### config.mk
export PLATFORM = sky130hd
export DESIGN_NAME = pipe_stage_reg_p
export DESIGN_NICKNAME = d
export VERILOG_FILES = /design/src/rtl/pipe_pkg.sv /design/src/rtl/dffe_w.sv /design/src/rtl/pipe_stage_reg_p.sv
export SDC_FILE = /design/constraint.sdc
export NUM_CORES = 1
export LEC_CHECK = 0
export ABC_AREA = 1
export CORE_AREA = 2 2 213 215
export DETAILED_ROUTE_END_ITERATION = 10
export DIE_AREA = 0 0 215 217
export GPL_ROUTABILITY_DRIVEN = 0
export PLACE_DENSITY = 0.52
export SLEW_MARGIN = 10
export SYNTH_ARGS = -nofsm -noshare
export SYNTH_HDL_FRONTEND = slang
export SYNTH_HIERARCHICAL = 1
export SYNTH_SLANG_ARGS = --single-unit
### constraint.sdc
create_clock -name clk -period 1.74 [get_ports clk]
set_input_delay 0.261 -clock clk [delete_from_list [all_inputs] [get_ports clk]]
set_output_delay 0.261 -clock clk [all_outputs]
set_load 0.02 [all_outputs]
### src/rtl/pipe_pkg.sv
// rtl/pipe_pkg.sv - shared types and default widths for the pipeline stage register
package pipe_pkg;

  localparam int DATA_W_DEF = 160;
  localparam int CTRL_W_DEF = 16;
  localparam int SR_N_DEF   = 3;
  localparam int SR_W_DEF   = 32;

  typedef enum logic [1:0] {
    EMPTY = 2'd0,
    FULL  = 2'd1,
    SKID  = 2'd2
  } skid_state_e;

endpackage

### src/rtl/dffe_w.sv
// rtl/dffe_w.sv - parametrised-width register with synchronous reset and load enable
module dffe_w #(
  parameter int W = 32
) (
  input  logic         clk_i,
  input  logic         rst_i,
  input  logic         en_i,
  input  logic [W-1:0] d_i,
  output logic [W-1:0] q_o
);

  logic [W-1:0] q_q;

  always_ff @(posedge clk_i) begin
    if (rst_i) begin
      q_q <= '0;
    end else if (en_i) begin
      q_q <= d_i;
    end
  end

  assign q_o = q_q;

endmodule

### src/rtl/pipe_stage_reg_p.sv
// rtl/pipe_stage_reg_p.sv - valid/ready pipeline stage register with flush and side registers
// PIPE_SKID_EN selects a 2-entry skid buffer with registered in_ready; default is single-entry.
module pipe_stage_reg_p
  import pipe_pkg::*;
#(
  parameter int DATA_W = DATA_W_DEF,
  parameter int CTRL_W = CTRL_W_DEF,
  parameter int SR_N   = SR_N_DEF,
  parameter int SR_W   = SR_W_DEF
) (
  input  logic                   clk,
  input  logic                   rst_n,
  input  logic                   in_valid,
  output logic                   in_ready,
  input  logic [CTRL_W-1:0]      in_ctrl,
  input  logic [DATA_W-1:0]      in_data,
  input  logic                   flush,
  output logic                   out_valid,
  input  logic                   out_ready,
  output logic [CTRL_W-1:0]      out_ctrl,
  output logic [DATA_W-1:0]      out_data,
  input  logic [SR_N-1:0]        sr_we,
  input  logic [SR_N*SR_W-1:0]   sr_din,
  output logic [SR_N*SR_W-1:0]   sr_q
);

  logic              xfer_in;
  logic              xfer_out;
  logic [CTRL_W-1:0] ctrl_q, ctrl_d;
  logic [DATA_W-1:0] data_q, data_d;

  assign xfer_in  = in_valid & in_ready & ~flush;
  assign xfer_out = out_valid & out_ready;
  assign out_ctrl = ctrl_q;
  assign out_data = data_q;

`ifdef PIPE_SKID_EN
  skid_state_e       state_q, state_d;
  logic [CTRL_W-1:0] skid_ctrl_q, skid_ctrl_d;
  logic [DATA_W-1:0] skid_data_q, skid_data_d;
  logic              in_ready_q;

  // in_ready_q tracks "skid not full" so out_ready never reaches in_ready
  assign out_valid = (state_q != EMPTY);
  assign in_ready  = ~rst_n & (in_ready_q | flush);

  always_comb begin
    state_d     = state_q;
    ctrl_d      = ctrl_q;
    data_d      = data_q;
    skid_ctrl_d = skid_ctrl_q;
    skid_data_d = skid_data_q;
    if (flush) begin
      state_d = EMPTY;
      ctrl_d  = '0;
    end else begin
      case (state_q)
        EMPTY: begin
          if (xfer_in) begin
            state_d = FULL;
            ctrl_d  = in_ctrl;
            data_d  = in_data;
          end
        end
        FULL: begin
          if (xfer_in && xfer_out) begin
            ctrl_d = in_ctrl;
            data_d = in_data;
          end else if (xfer_in) begin
            state_d     = SKID;
            skid_ctrl_d = in_ctrl;
            skid_data_d = in_data;
          end else if (xfer_out) begin
            state_d = EMPTY;
            ctrl_d  = '0;
          end
        end
        SKID: begin
          if (xfer_out) begin
            state_d = FULL;
            ctrl_d  = skid_ctrl_q;
            data_d  = skid_data_q;
          end
        end
        default: begin
          state_d = EMPTY;
          ctrl_d  = '0;
        end
      endcase
    end
  end

  always_ff @(posedge clk) begin
    if (rst_n) begin
      state_q     <= EMPTY;
      ctrl_q      <= '0;
      data_q      <= '0;
      skid_ctrl_q <= '0;
      skid_data_q <= '0;
      in_ready_q  <= 1'b1;
    end else begin
      state_q     <= state_d;
      ctrl_q      <= ctrl_d;
      data_q      <= data_d;
      skid_ctrl_q <= skid_ctrl_d;
      skid_data_q <= skid_data_d;
      in_ready_q  <= (state_d != SKID);
    end
  end
`else
  logic valid_q, valid_d;

  assign out_valid = valid_q;
  assign in_ready  = ~rst_n & (flush | ~valid_q | out_ready);

  always_comb begin
    valid_d = valid_q;
    ctrl_d  = ctrl_q;
    data_d  = data_q;
    if (flush) begin
      valid_d = 1'b0;
      ctrl_d  = '0;
    end else if (xfer_in) begin
      valid_d = 1'b1;
      ctrl_d  = in_ctrl;
      data_d  = in_data;
    end else if (xfer_out) begin
      valid_d = 1'b0;
      ctrl_d  = '0;
    end
  end

  always_ff @(posedge clk) begin
    if (rst_n) begin
      valid_q <= 1'b0;
      ctrl_q  <= '0;
      data_q  <= '0;
    end else begin
      valid_q <= valid_d;
      ctrl_q  <= ctrl_d;
      data_q  <= data_d;
    end
  end
`endif

  // side registers load whenever enabled, regardless of stall or flush
  for (genvar i = 0; i < SR_N; i++) begin : g_sr
    dffe_w #(
      .W(SR_W)
    ) u_sr (
      .clk_i (clk),
      .rst_i (rst_n),
      .en_i  (sr_we[i]),
      .d_i   (sr_din[i*SR_W +: SR_W]),
      .q_o   (sr_q[i*SR_W +: SR_W])
    );
  end

endmodule

==> impl_metrics.csv <==
group,metric,value,unit
outcome,status,"complete, no violations",
die,start_util,22.9,%
sta,finalCritPeriodShare,94.5,%
min_path,hp-class,"input pin to flop",
synthesis,synth_cells,1384,
sta,slew_violations,0,
cts,cts.clk_slew.worst_paths,0.06,ns
routing,drt-pass1-iter-count,5,
critical_path,required,1.48,ns
cts,cts_buffers,34,
critical_path,endpoint_kind,"output port",
routing,ant_nets,0,
synthesis,syn_avg_cell_area,7.39,µm²
grt,grt_pass1_wl,56.6,mm
critical_path,cp.arrival,1.38,ns
power,peakVddDrop,589,µV
routing,wire_per_inst,14.6,µm
synthesis,yosysUniqueCellTypes,19,
finish,fin_util,38.6,%
synthesis,ys_seq_area_share,53.4,%
finish,nFillCells,4752,
synthesis,ys_ff_latch,273,
sta,slew-limit-headroom,52.4,%
grt,track_usage,15.2,%
power,switching_power,4.01,mW
die,die_w,215,µm
power,p_sw_share,25.2,%
placed_design,pre_cts_ws,-0.331,ns
grt,grtUsageMet3,4.68,%
grt,globalRouteMet2Util,27.1,%
synthesis,netlist_area,10200,µm²
die,dieHeight,217,µm
sta,worst_pin_slew,0.714,ns
grt,use_met1,17.3,%
sta,fin_skew,0.0228,ns
placed_design,io_buffers,553,
finish,layout.nets,2219,
sta,hold_violations,0,
critical_path,worstReg2RegEnd,"out_data[100]",
die,core,44700,µm²
sta,rsz0062_at_grt,"no",
finish,final_area,17300,µm²
cts,clockBufferDepth,3,
grt,grt_max_degree,121,
grt,grt.overflow.total,0,
routing,drt_wl_total,37.5,mm
job,max-cap-violations,0,
power,p_total,15.9,mW
cts,cts_root_buf,"clkbuf_16",
cts,htree_levels,2,
min_path,min-delay-start,"sr_we[1]",
synthesis,syn_nets,1664,
power,power.internal,11.9,mW
finish,drive_gt1_share,5.97,%
power,combPwrFrac,14.3,%
routing,viasPerCell,4.04,
die,io_pins,554,
sta,min_period,1.64,ns
synthesis,synth_warnings,6,
grt,top_usage_layer,"met2",
critical_path,start_kind,"flop",
routing,route.vias.total,10400,
power,p_leak,8.22,nW
min_path,whs_path_depth,3,
cts,clock-sinks,273,
power,p_clk_share,43.7,%
grt,grt_pass1_vias,9987,
placed_design,dp_hpwl,27.8,mm
critical_path,r2r.worst_path.cells,6,
routing,initialDrtViolationCount,366,
critical_path,regToRegStartpoint,"out_valid",
sta,setup_ws,0.0965,ns
die,num_rows,78,
finish,areaGrowthSynthToFinish,68.6,%
critical_path,crit_type,"flop to output port",
grt,antenna_found_initial,1,
cts,cts_tree,"built",
critical_path,rrSetupSlack,0.38,ns
cts,insertion_delay,0.53,ns
sta,finalSetupViolations,0,
die,die_area,46700,µm²
routing,drc,0,
power,seq_power_share,42.0,%
placed_design,postPlaceCellArea,16500,µm²
critical_path,path_max_fanout,4,
min_path,hold_end,"g_sr[1].u_sr/q_o[30]",
power,power_density,921,nW/µm²
sta,fmax,608,MHz
[power by group through the flow]
| stage | sequential [mW] | combinational (mW) | clock, mW |
|---|---|---|---|
| 2_1_floorplan | 7.15 | 0.709 | 0 |
| 3_3_place_gp | 6.80 | 2.48 | 0 |
| 3_5_place_dp | 6.81 | 2.49 | 0 |
| 4_1_cts | 6.67 | 2.31 | 7.22 |
| 5_1_grt | 6.70 | 2.47 | 7.45 |
| 6_report | 6.67 | 2.28 | 6.95 |
[worst max-delay path by stage]
stage                   start            end  cells after the start
global placement    out_ready       in_ready                      6
CTS                 out_valid       in_ready                      4
detailed placement  out_ready       in_ready                      6
floorplan           out_valid  out_data[119]                      6
global route        out_valid       in_ready                      4
finish              out_valid       in_ready                      4
[per-layer routing]
metal,up-vias,wire length (µm)
met5,-,0
met4,0,1020
met3,63,2510
met2,313,18600
met1,4652,15400
li1,5326,-
[cell usage after synthesis]
cell / instances / area (µm²)
o21ai_0: 1 / 5.00
inv_2: 1 / 3.75
buf_2: 28 / 140
a21oi_1: 176 / 881
nand3_1: 16 / 80.1
inv_1: 101 / 379
o21bai_1: 1 / 7.51
nand3_2: 1 / 10.0
clkbuf_1: 17 / 63.8
nor2_1: 192 / 721
nor2_8: 2 / 40.0
dfxtp_1: 273 / 5470
buf_4: 4 / 30.0
nand2_2: 1 / 6.26
buf_8: 1 / 15.0
clkinv_1: 1 / 3.75
nand2_1: 530 / 1990
buf_1: 5 / 18.8
buf_6: 33 / 372
[layout by cell type, fill, tap and decap left out, drive strengths merged]
cell,netlist,final
a21oi,176,176
buf,71,59
clkbuf,17,53
clkdlybuf4s50,0,275
clkinv,1,4
clkinvlp,0,1
dfxtp,273,273
diode,0,1
dlygate4sd2,0,273
inv,102,102
nand2,531,531
nand3,17,17
nor2,194,194
o21ai,1,1
o21bai,1,1
[cell type report]
class                   count  area [µm²]  area share (%)
clock buffers              53        1080            6.24
flip-flops and latches    273        5470            31.7
diodes                      1        2.50          0.0145
repair buffers            607        5790            33.6
inverters                 103         387            2.24
multi-input cells         920        3760            21.8
clock inverters             4        22.5           0.131
well taps                 600         751            4.35
[flip-flops by register name (all words and copies together) (netlist names)]
register,flops
g_sr.u_sr/q_o,96
out_ctrl,16
out_data,160
out_valid,1
[repair_timing]
item	4_1_cts	5_1_grt
pin swaps	1	0
resized for setup	280	1
hold buffers	0	0
buffers inserted	0	0
endpoints found under the setup margin	274	1
hold endpoints to repair	0	0
[kinds of logic after synthesis]
family	share of synthesized area, %
AOI/OAI and AO/OA	8.73
DFF	53.4
buffers and inverters	10.0
and+or+nand+nor	27.8
[worst max-delay path: stages, from the launching register on]
cell      delay, ns
dfxtp_2        0.37
nand2_4        0.09
o21bai_2       0.17
inv_1          0.07
buf_2          0.16
[per-stage QoR]
| stage | TNS, ns | std cells | hold slack [ns] |
|---|---|---|---|
| 3_5_place_dp | -21.81 | 2503 | 0.452 |
| 2_1_floorplan | 0 | 1384 | 0.404 |
| 3_3_place_gp | -20.21 | 2503 | 0.450 |
| 6_report | 0 | 2561 | 0.163 |
| 5_1_grt | 0 | 2561 | 0.154 |
| 4_1_cts | 0 | 2560 | 0.123 |
Note: power is estimated with default switching activity, not from simulation.
